--- config.mk ---
export PLATFORM = sky130hd
export DESIGN_NAME = fu_issue_ctrl
export DESIGN_NICKNAME = d
export VERILOG_FILES = /design/src/rtl/fu_issue_ctrl.sv
export SDC_FILE = /design/constraint.sdc
export NUM_CORES = 1
export LEC_CHECK = 0
export ABC_CLOCK_PERIOD_IN_PS = 5650
export BUFFER_PORTS_ARGS = -buffer_cell sky130_fd_sc_hd__buf_4
export CAP_MARGIN = 25
export CORE_AREA = 3 3 130 132
export DETAILED_ROUTE_END_ITERATION = 10
export DIE_AREA = 0 0 133 135
export HOLD_SLACK_MARGIN = 0.15
export PLACE_DENSITY = 0.72
export REMOVE_ABC_BUFFERS = 1
export SLEW_MARGIN = 40
export SYNTH_ARGS = -nofsm -noshare
export SYNTH_HDL_FRONTEND = slang
export SYNTH_SLANG_ARGS = --single-unit
export TNS_END_PERCENT = 10
--- constraint.sdc ---
create_clock -name clk_i -period 5.65 [get_ports clk_i]
set_input_delay 0.2825 -clock clk_i [delete_from_list [all_inputs] [get_ports clk_i]]
set_output_delay 0.2825 -clock clk_i [all_outputs]
set_load 0.01 [all_outputs]
--- src/rtl/fu_issue_ctrl.sv ---
// Issue/retire sequencer for a multi-cycle functional unit: latches one operation,
// drives the ready_gen delay line, captures the result and hands it to writeback.
module fu_issue_ctrl #(
    parameter int unsigned DW   = 52,
    parameter int unsigned TAGW = 4,
    parameter int unsigned TMO  = 64,
    parameter int unsigned TMOW = 7
) (
    input  logic            clk_i,
    input  logic            rst_i,
    input  logic            ce_i,
    input  logic            issue_v_i,
    output logic            issue_rdy_o,
    input  logic [TAGW-1:0] issue_tag_i,
    input  logic [3:0]      issue_op_i,
    input  logic [DW-1:0]   issue_a_i,
    input  logic [DW-1:0]   issue_b_i,
    output logic            fu_go_o,
    output logic [3:0]      fu_op_o,
    output logic [DW-1:0]   fu_a_o,
    output logic [DW-1:0]   fu_b_o,
    input  logic            fu_done_i,
    input  logic [DW-1:0]   fu_res_i,
    output logic            wb_v_o,
    output logic [TAGW-1:0] wb_tag_o,
    output logic [DW-1:0]   wb_res_o,
    output logic            wb_exc_o,
    input  logic            wb_ack_i,
    input  logic            flush_i
);

    localparam logic [1:0] ST_IDLE = 2'd0;
    localparam logic [1:0] ST_RUN  = 2'd1;
    localparam logic [1:0] ST_WB   = 2'd2;

    localparam logic [TMOW-1:0] CNT_LAST = TMOW'(TMO - 1);

    logic [1:0]      r_state;
    logic [TMOW-1:0] r_cnt;
    logic            r_go;
    logic [3:0]      r_op;
    logic [DW-1:0]   r_a;
    logic [DW-1:0]   r_b;
    logic            r_wb_v;
    logic [TAGW-1:0] r_wb_tag;
    logic [DW-1:0]   r_wb_res;
    logic            r_wb_exc;

    logic [1:0]      w_state;
    logic [TMOW-1:0] w_cnt;
    logic            w_go;
    logic [3:0]      w_op;
    logic [DW-1:0]   w_a;
    logic [DW-1:0]   w_b;
    logic            w_wb_v;
    logic [TAGW-1:0] w_wb_tag;
    logic [DW-1:0]   w_wb_res;
    logic            w_wb_exc;

    always_comb begin
        w_state  = r_state;
        w_cnt    = r_cnt;
        w_go     = r_go;
        w_op     = r_op;
        w_a      = r_a;
        w_b      = r_b;
        w_wb_v   = r_wb_v;
        w_wb_tag = r_wb_tag;
        w_wb_res = r_wb_res;
        w_wb_exc = r_wb_exc;

        if (ce_i) begin
            unique case (r_state)
                ST_IDLE: begin
                    if (issue_v_i) begin
                        w_op     = issue_op_i;
                        w_a      = issue_a_i;
                        w_b      = issue_b_i;
                        w_wb_tag = issue_tag_i;
                        w_go     = 1'b1;
                        w_cnt    = '0;
                        w_state  = ST_RUN;
                    end
                end
                ST_RUN: begin
                    if (flush_i) begin
                        w_go    = 1'b0;
                        w_state = ST_IDLE;
                    end else if (fu_done_i) begin
                        w_wb_res = fu_res_i;
                        w_wb_exc = 1'b0;
                        w_go     = 1'b0;
                        w_wb_v   = 1'b1;
                        w_state  = ST_WB;
                    end else if (r_cnt == CNT_LAST) begin
                        w_wb_res = '0;
                        w_wb_exc = 1'b1;
                        w_go     = 1'b0;
                        w_wb_v   = 1'b1;
                        w_state  = ST_WB;
                    end else begin
                        w_cnt = r_cnt + TMOW'(1);
                    end
                end
                ST_WB: begin
                    // fu_done_i is still high for one cycle here and must be ignored
                    if (flush_i) begin
                        w_wb_v  = 1'b0;
                        w_state = ST_IDLE;
                    end else if (wb_ack_i) begin
                        w_wb_v   = 1'b0;
                        w_wb_exc = 1'b0;
                        w_state  = ST_IDLE;
                    end
                end
                default: begin
                    w_go    = 1'b0;
                    w_wb_v  = 1'b0;
                    w_state = ST_IDLE;
                end
            endcase
        end
    end

    always_ff @(posedge clk_i or posedge rst_i) begin
        if (rst_i) begin
            r_state  <= ST_IDLE;
            r_cnt    <= '0;
            r_go     <= 1'b0;
            r_op     <= '0;
            r_a      <= '0;
            r_b      <= '0;
            r_wb_v   <= 1'b0;
            r_wb_tag <= '0;
            r_wb_res <= '0;
            r_wb_exc <= 1'b0;
        end else begin
            r_state  <= w_state;
            r_cnt    <= w_cnt;
            r_go     <= w_go;
            r_op     <= w_op;
            r_a      <= w_a;
            r_b      <= w_b;
            r_wb_v   <= w_wb_v;
            r_wb_tag <= w_wb_tag;
            r_wb_res <= w_wb_res;
            r_wb_exc <= w_wb_exc;
        end
    end

    assign issue_rdy_o = (r_state == ST_IDLE);
    assign fu_go_o     = r_go;
    assign fu_op_o     = r_op;
    assign fu_a_o      = r_a;
    assign fu_b_o      = r_b;
    assign wb_v_o      = r_wb_v;
    assign wb_tag_o    = r_wb_tag;
    assign wb_res_o    = r_wb_res;
    assign wb_exc_o    = r_wb_exc;

endmodule

Word-level counts from Yosys, hierarchy flattened
Cells that the tools add are included.
{"block": "word_totals", "regBits": 176, "in_bits": 171, "output_inout_bits": 168}
{"block": "op_classes", "n_addsub": 1, "eq_ne": 12, "mux": 29, "bitwise": 3, "reduce_logical": 11}
{"operator": "52-bit 2-to-1 mux", "count": 2}
{"operator": "7-bit 2-to-1 mux", "count": 4}
{"operator": "7-bit one-hot mux with 2 select lines", "count": 1}
{"operator": "1-bit 2-to-1 mux", "count": 12}
{"operator": "2-bit 2-to-1 mux", "count": 6}
{"operator": "2-bit != test, second input constant", "count": 6}
{"operator": "4-bit AND reduction", "count": 3}
{"operator": "6-bit AND reduction", "count": 2}
{"operator": "7-bit by 1-bit adder with 7-bit output, second input constant", "count": 1}
{"operator": "7-bit by 6-bit equality test with 1-bit output, second input constant", "count": 1}
{"operator": "3-bit != test, second input constant", "count": 2}
{"operator": "1-bit one-hot mux with 3 select lines", "count": 2}
{"operator": "2-bit one-hot mux with 3 select lines", "count": 1}
{"operator": "2-bit nonzero test", "count": 3}
{"operator": "5-bit AND reduction", "count": 1}
{"operator": "4-bit != test, second input constant", "count": 1}
{"operator": "1-bit NOT", "count": 3}
{"operator": "3-bit AND reduction", "count": 1}
{"operator": "2-bit by 1-bit equality test with 1-bit output, second input constant", "count": 1}
{"operator": "2-bit equality test, second input constant", "count": 1}
{"operator": "2-bit logical NOT", "count": 1}
{"operator": "1-bit one-hot mux with 2 select lines", "count": 1}

Depth between registers and ports, before layout
Gate-level depths: netlist of run 1.
{"block": "depth", "word_depth": 5, "mapped_depth": 7, "mapped_depth_nobuf": 5}

Worst setup path after synthesis of run 1
OpenSTA, ideal clock, no wires.
{"block": "synth_timing", "kind": "flip-flop to flip-flop", "start": "register r_state[1]", "end": "register r_a[15], in the netlist fu_a_o[15]", "arrival_time_ns": 1.417, "t_required_ns": 5.525, "path_slack_ns": 4.108, "path_stages_with_launch": 8, "n_path_buf": 3, "synth_period_minus_slack_ns": 1.542, "cell_sequence": "dfrtp_1 buf_2 inv_1 nand2_1 nor2_2 buf_6 buf_6 mux2_4"}
{"block": "synth_via", "elab_chain_len": 2}
{"element": "from (decl)", "line": "38", "text": "logic [1:0] r_state;"}
{"element": "from (signal assigned)", "line": "138", "text": "r_state <= w_state;"}
{"element": "2-bit logical NOT", "line": "73", "text": "unique case (r_state)"}
{"element": "3-bit AND reduction (no source line)"}
{"element": "to (signal assigned)", "line": "142", "text": "r_a <= w_a;"}
{"element": "to (decl)", "line": "42", "text": "logic [DW-1:0] r_a;"}
No other way between the ends.
A chain may end at the register's enable or synchronous reset.

Worst setup path after layout of run 1
{"block": "layout_timing", "start": "register r_state[1]", "end": "register r_a[34], in the netlist fu_a_o[34]"}
Same word-level chain as after synthesis.

==> impl_results.md, run 1 <==
- Outcome: finished, final reports clean
- Hold crit path type: input port to register
- Clock Path Buffers: 2
- Die height: 135 µm
- R2R cell count: 6
- Static leakage: roughly 5.7 nW
- Via count: 5811
- CP Data Arrival Time: ~2.6 ns
- Clk_skew: 0.00867 ns
- Post-DP HPWL: between 10 and 15 mm
- Core area: approximately 16000 µm²
- CP required: around 6 ns
- Crit-path max cell delay: around 0.46 ns
- Setup TNS: 0 ns
- Final #Nets: 1107
- Total power: 5.08 mW
- Worst Setup Start Kind: register
- Pwr dens: 432 nW/µm²
- Fin. Hold Viols: 0
- Final max-slew violation count: 0
- TritonRoute pass-1 iters: 6
- Synth Cell Area: a little under 7000 µm²
- Die width: around 130 µm
- Post-layout min period: around 2.3 ns
- Syn Area/Cell: approximately 16 µm²
- Share of cells above drive strength 1: between 50 and 60%
- Crit path kind: register to register
- GPL Wtd Cong: 0.871
- Skew-Pair Late Insertion Delay: between 0.4 and 0.5 ns
- Fin crit share: approximately 40%
- Die area: approximately 18000 µm²
- R2R Setup Slk: about 3.3 ns
- I/O Pins: between 300 and 400
- #FFs+latches synth: between 150 and 200
- Max cap viols: 0
- WHS Endpoint: r_state[0]
- DR vias/cell: roughly 5
- Hold WS: around 0.19 ns
- Htree depth: 4
- CP max FO: 85
- WL/cell: 20.0 µm
- Fmax achieved: about 0.43 GHz
- Post-Synthesis Cells: between 400 and 500
- CP Cell Sequence: inv_1 > nand2_1 > nor2_4 > buf_16 > buf_12 > mux2_2
- Commonest non-fill, non-tap cells in the layout: 338 x buf_4, 176 x dfrtp_1, 165 x dlygate4sd3_1, 102 x mux2_2, 53 x a22o_1
- Worst Hold Depth: 2
- Vias in the first global route: 6476
- Clk pin slew, worst setup/hold paths: ~0.060 ns
- TritonCTS clock tree: yes
- Post-Route WL: ~23 mm
- CTS Sinks: 176
- N_diodes: 0
- Post-cts sizing count: 0
- Largest net degree at the start of global routing: between 100 and 150
- Synth Warn #: 0
- Worst r2r src: r_state[1]
- Netlist cell types: 35
- Total track usage: 25.7%
- Min-delay src: ce_i
- Worst Setup End Kind: register
- DRT iter0 DRCs: 256
- Layout fillers: about 920
- Layout area overhead: 71.8%
- Slew HR: approximately 51%
- Final setup vio count: 0
- Remaining Overflow, GRT: 0
- Buffers on Ports: 338
- Max IR drop VDD: around 250 µV
- First-pass GRT wire length: ~36 mm
- Reg-to-reg endpoint: fu_a_o[34]
- Placed Cells: approximately 970
- CTS root buf: clkbuf_16
- Core Rows: 46
- RSZ-0062 raised after global routing: no
- Initial antenna violation count: 0
- Final Util: between 70% and 80%
- Drc violations: 0
- Fin cells: 1164
- Initial Util: between 40% and 50%
- Worst Max-Slew Pin Slew: about 0.74 ns
- Register area share after synthesis: between 60% and 70%
- CTS Buf Count: 17
- Slowest library cell on the worst path: dfrtp_1
- Antenna Nets Post-Route: 0
- Most common cell after layout, fill and taps aside: buf_4
worst max-delay path by stage:
| stage | to | slack, ns | startpoint | cells past startpoint |
|---|---|---|---|---|
| after floorplan | fu_a_o[0] | 0.59 | rst_i | 1 |
| after global placement | fu_a_o[36] | 3.28 | r_state[1] | 5 |
| after detailed placement | fu_a_o[14] | 3.16 | r_state[1] | 5 |
| after CTS | fu_a_o[14] | 3.16 | r_state[1] | 5 |
| after global routing | fu_a_o[34] | 3.28 | r_state[1] | 6 |
| final | fu_a_o[34] | 3.35 | r_state[1] | 6 |
area by class of cell:
class | count | area (µm²) | area share (%)
Sequential cell | 176 | 4400 | 37.5
Timing Repair Buffer | 509 | 4310 | 36.6
Multi-Input combinational cell | 224 | 2170 | 18.4
Clock buffer | 21 | 470 | 4.00
Tap cell | 216 | 270 | 2.30
Clock inverter | 11 | 106 | 0.904
Inverter | 7 | 33.8 | 0.287
synthesized netlist by cell type:
cell	count	area share, %
nand2_1	6	0.33
inv_1	7	0.38
nor2_1	3	0.16
mux2i_1	1	0.15
and3_4	1	0.16
nand2_2	1	0.091
o21ai_4	1	0.24
nor2b_1	3	0.27
and3_1	1	0.091
a21oi_1	4	0.29
buf_2	5	0.37
and4bb_4	1	0.24
o21ai_0	6	0.44
buf_6	20	3.3
o221ai_1	1	0.13
o211a_1	2	0.29
and4b_4	1	0.20
mux2_2	102	17
ha_1	1	0.18
nor3b_1	1	0.11
and2_1	2	0.18
o22ai_1	2	0.18
o22a_1	1	0.13
dfrtp_1	176	64
a31o_2	1	0.13
nor2_2	1	0.091
nand4_1	1	0.091
a31oi_1	4	0.37
nand2b_1	2	0.18
nand3_1	4	0.29
a41oi_1	2	0.26
o21a_1	3	0.33
o31ai_1	2	0.22
a22o_1	53	6.8
mux2_4	10	2.2
registers in the layout, summed over array words and instances, names as in the netlist:
register and cells:
fu_a_o 52, fu_b_o 52, wb_res_o 52, r_cnt 7, fu_op_o 4, wb_tag_o 4, r_state 2, fu_go_o 1
wb_exc_o 1, wb_v_o 1
routing by layer:
metal,track usage (%),routed length (µm),vias up
li1,-,-,2592
met1,29.6,8940,2888
met2,46.3,12300,292
met3,7.23,1680,39
met4,7.97,431,0
met5,0,0,-
critical path: cells and delay by family, from the launching register on:
family	cells	cell delay, ns
buffers and inverters	3	0.74
DFF	1	0.46
muxes	1	0.40
and+or+nand+nor	2	0.48
power by group:
part           total (mW)  switching [mW]  internal [mW]
sequential           2.05           0.315           1.74
combinational        1.89           0.786           1.11
clock                1.14           0.493          0.647
cells by family (layout without fill, tap and decap cells):
| family | count (synthesis) | in the layout | share of synthesized area, % |
|---|---|---|---|
| compound gates | 82 | 82 | 9.78 |
| fa+ha+maj | 1 | 1 | 0.183 |
| buf+inv | 32 | 548 | 4.04 |
| flops | 176 | 176 | 64.4 |
| mux | 113 | 113 | 19.1 |
| simple gates | 28 | 28 | 2.51 |
metrics by stage:
stage,instance area (µm²),setup WS [ns]
floorplan,6590,0.594
global placement,9440,3.28
detailed placement,9500,3.16
CTS,11700,3.16
global route,11800,3.28
finish,11800,3.35
repair_timing:
action	in CTS	in global routing
endpoints found under the hold margin	271	0
hold buffers	165	0
endpoints found under the setup margin	0	0
setup buffers	0	0
Note: power is estimated with default switching activity, not from simulation.
==> run 2: changes to the inputs <==
--- a/config.mk
+++ b/config.mk
@@ -5,7 +5,7 @@
 export SDC_FILE = /design/constraint.sdc
 export NUM_CORES = 1
 export LEC_CHECK = 0
-export ABC_CLOCK_PERIOD_IN_PS = 5650
+export ABC_CLOCK_PERIOD_IN_PS = 2350
 export BUFFER_PORTS_ARGS = -buffer_cell sky130_fd_sc_hd__buf_4
 export CAP_MARGIN = 25
 export CORE_AREA = 3 3 130 132
==> constraint.sdc (replaced) <==
create_clock -name clk_i -period 2.35 [get_ports clk_i]
set_input_delay 0.1175 -clock clk_i [delete_from_list [all_inputs] [get_ports clk_i]]
set_output_delay 0.1175 -clock clk_i [all_outputs]
set_load 0.01 [all_outputs]
==> impl_results.md, run 2 (same netlist as run 1, synthesis figures left out) <==
- Remaining Overflow, GRT: 0 (unchanged)
- GPL Wtd Cong: 0.811 (-6.8%)
- Clk_skew: 0.00905 ns (+0.000386 ns)
- Clk pin slew, worst setup/hold paths: 0.07 ns (about the same)
- Drc violations: 0 (unchanged)
- Antenna Nets Post-Route: 0 (unchanged)
- Skew-Pair Late Insertion Delay: 0.42 ns (about the same)
- DRT iter0 DRCs: 311 (+21%)
- Worst Setup Start Kind: register
- First-pass GRT wire length: 36.6 mm (+1.8%)
- Max IR drop VDD: 606 µV (+140%)
- TritonRoute pass-1 iters: 4 (-2)
- Fin crit share: 82.4% (+42 points)
- Post-cts sizing count: 0 (unchanged)
- Worst Setup End Kind: register
- P_int: 8.64 mW (+150%)
- Switching Power: 3.86 mW (+140%)
- Logic pwr share: 36.6% (-0.7 points)
- Register area: 4400 µm² (unchanged)
- Initial antenna violation count: 1 (+1)
- Reg-to-reg endpoint: fu_a_o[5]
- Seq pwr share: 39.7% (-0.6 points)
- CP max FO: 20 (-76%)
- Vias in the first global route: 6482 (+0.093%)
- Fmax achieved: 0.516 GHz (+19%)
- Via count: 5822 (+0.19%)
- Fin cells: 1179 (+1.3%)
- Clock power share: 23.7% (+1.3 points)
- Die width: 133 µm (unchanged)
- DR vias/cell: 4.94 (-1.1%)
- Placed Cells: 974 (+0.83%)
- RSZ-0062 raised after global routing: no
- Buffers on Ports: 338 (unchanged)
- R2R Setup Slk: 0.41 ns (-2.94 ns)
- Multi-input logic area: 2170 µm² (unchanged)
- Final setup vio count: 0 (unchanged)
- Static leakage: 5.75 nW (+1.5%)
- Post-layout min period: 1.94 ns (-0.365 ns)
- Fin. Hold Viols: 0 (unchanged)
- Post-DP HPWL: 14.9 mm (+0.56%)
- Switching part of the total: 30.9% (-0.46 points)
- CP required: 2.65 ns (-3.30 ns)
- Final Util: 75.4% (+1.2 points)
- Initial Util: 43.2% (unchanged)
- Core area: 15800 µm² (unchanged)
- Crit path kind: register to register
- Die area: 18000 µm² (unchanged)
- Slew HR: 59.6% (+9.0 points)
- Layout fillers: 899 (-1.7%)
- Layout area overhead: 74.5%
- TritonCTS clock tree: yes
- Hold crit path type: input port to async pin
- Share of cells above drive strength 1: 52.3% (about the same)
- Max cap viols: 0 (unchanged)
- CP Data Arrival Time: 2.23 ns (-0.37 ns)
- Die height: 135 µm (unchanged)
- Commonest non-fill, non-tap cells in the layout: 344 x buf_4, 176 x dfrtp_1, 172 x dlygate4sd3_1, 102 x mux2_2, 53 x a22o_1
- I/O Pins: 339 (unchanged)
- Most common cell after layout, fill and taps aside: buf_4
- Post-Route WL: 23.7 mm (+1.8%)
- R2R cell count: 5 (-1)
- Pre-CTS WS: 0.406 ns (-2.75 ns)
- Final WS setup: 0.413 ns (-2.94 ns)
- Final #Nets: 1121 (+1.3%)
- Largest net degree at the start of global routing: 67 (-39%)
- CTS Buf Count: 17 (unchanged)
- Worst Max-Slew Pin Slew: 0.604 ns (-0.137 ns)
- Total track usage: 26.4% (+0.75 points)
- Worst r2r src: r_state[1]
- Final max-slew violation count: 0 (unchanged)
- CTS root buf: clkbuf_16
- Core Rows: 46 (unchanged)
- Pwr dens: 1050 nW/µm² (+140%)
- Outcome: finished, final reports clean
- WL/cell: 20.1 µm (+0.52%)
- CTS Sinks: 176 (unchanged)
- Htree depth: 4 (unchanged)
- Clock Path Buffers: 2 (unchanged)
run 2: cell count changes in the layout (fill, tap and decap cells not counted), sizes merged:
cell         change
buf              +7
bufinv           +2
clkbuf           -1
clkinv           -2
clkinvlp         -1
diode            +2
dlygate4sd3      +7
inv              +1
run 2: power groups by stage:
stage	Clock [mW]	Sequential (mW)	Combinational, mW
after floorplan	0	5.33	1.28
after global placement	0	4.87	4.18
after detailed placement	0	4.89	4.29
after CTS	2.98	4.88	4.52
after global routing	3.11	5.09	4.84
final	2.96	4.96	4.57
run 2: what timing repair did:
| item | in CTS | in global routing |
|---|---|---|
| endpoints found under the hold margin | 274 | 0 |
| setup endpoints to repair | 0 | 0 |
| setup buffers | 0 | 0 |
| hold buffers | 172 | 0 |
run 2: how the worst max path moves through the flow:
stage	start	cells after the start	to	slack, ns
after detailed placement	r_state[1]	5	fu_b_o[20]	0.41
after CTS	r_state[1]	5	fu_b_o[20]	0.40
final	r_state[1]	5	fu_a_o[5]	0.41
after global placement	r_state[1]	5	fu_b_o[20]	0.48
after floorplan	rst_i	1	fu_a_o[0]	-2.54
after global routing	r_state[1]	5	fu_b_o[37]	0.31
run 2: per-layer routing:
metal,global-route usage [%],vias up,routed length (µm)
met5,0,-,0
met4,8.43,0,320
met3,6.59,23,1670
met2,47.6,292,12700
met1,31.0,2888,9060
li1,-,2619,-
run 2: cell type report:
cell class	instances	share of cell area, %
multi-input combinational	224	18.2
clock inverter	11	1.27
clock buffer	20	3.91
tap	216	2.26
antenna	2	0.0419
timing repair buffer	523	37.2
inverter	7	0.262
sequential	176	36.9
run 2: stage by stage:
step                      setup TNS (ns)  hold WS (ns)  power (mW)  area [µm²]
after floorplan                  -654.94         0.257        6.61        6590
after global placement                 0         0.129        9.06        9600
after detailed placement               0         0.140        9.18        9600
after CTS                              0         0.256        12.4       11900
after global routing                   0         0.271        13.0       11900
final                                  0         0.259        12.5       11900
run 2: worst max-delay path, stage by stage, from the launching register on:
cell	delay [ns]
dfrtp_1	0.46
inv_1	0.11
nand2_1	0.12
nor2_4	0.52
buf_12	0.25
mux2_2	0.35
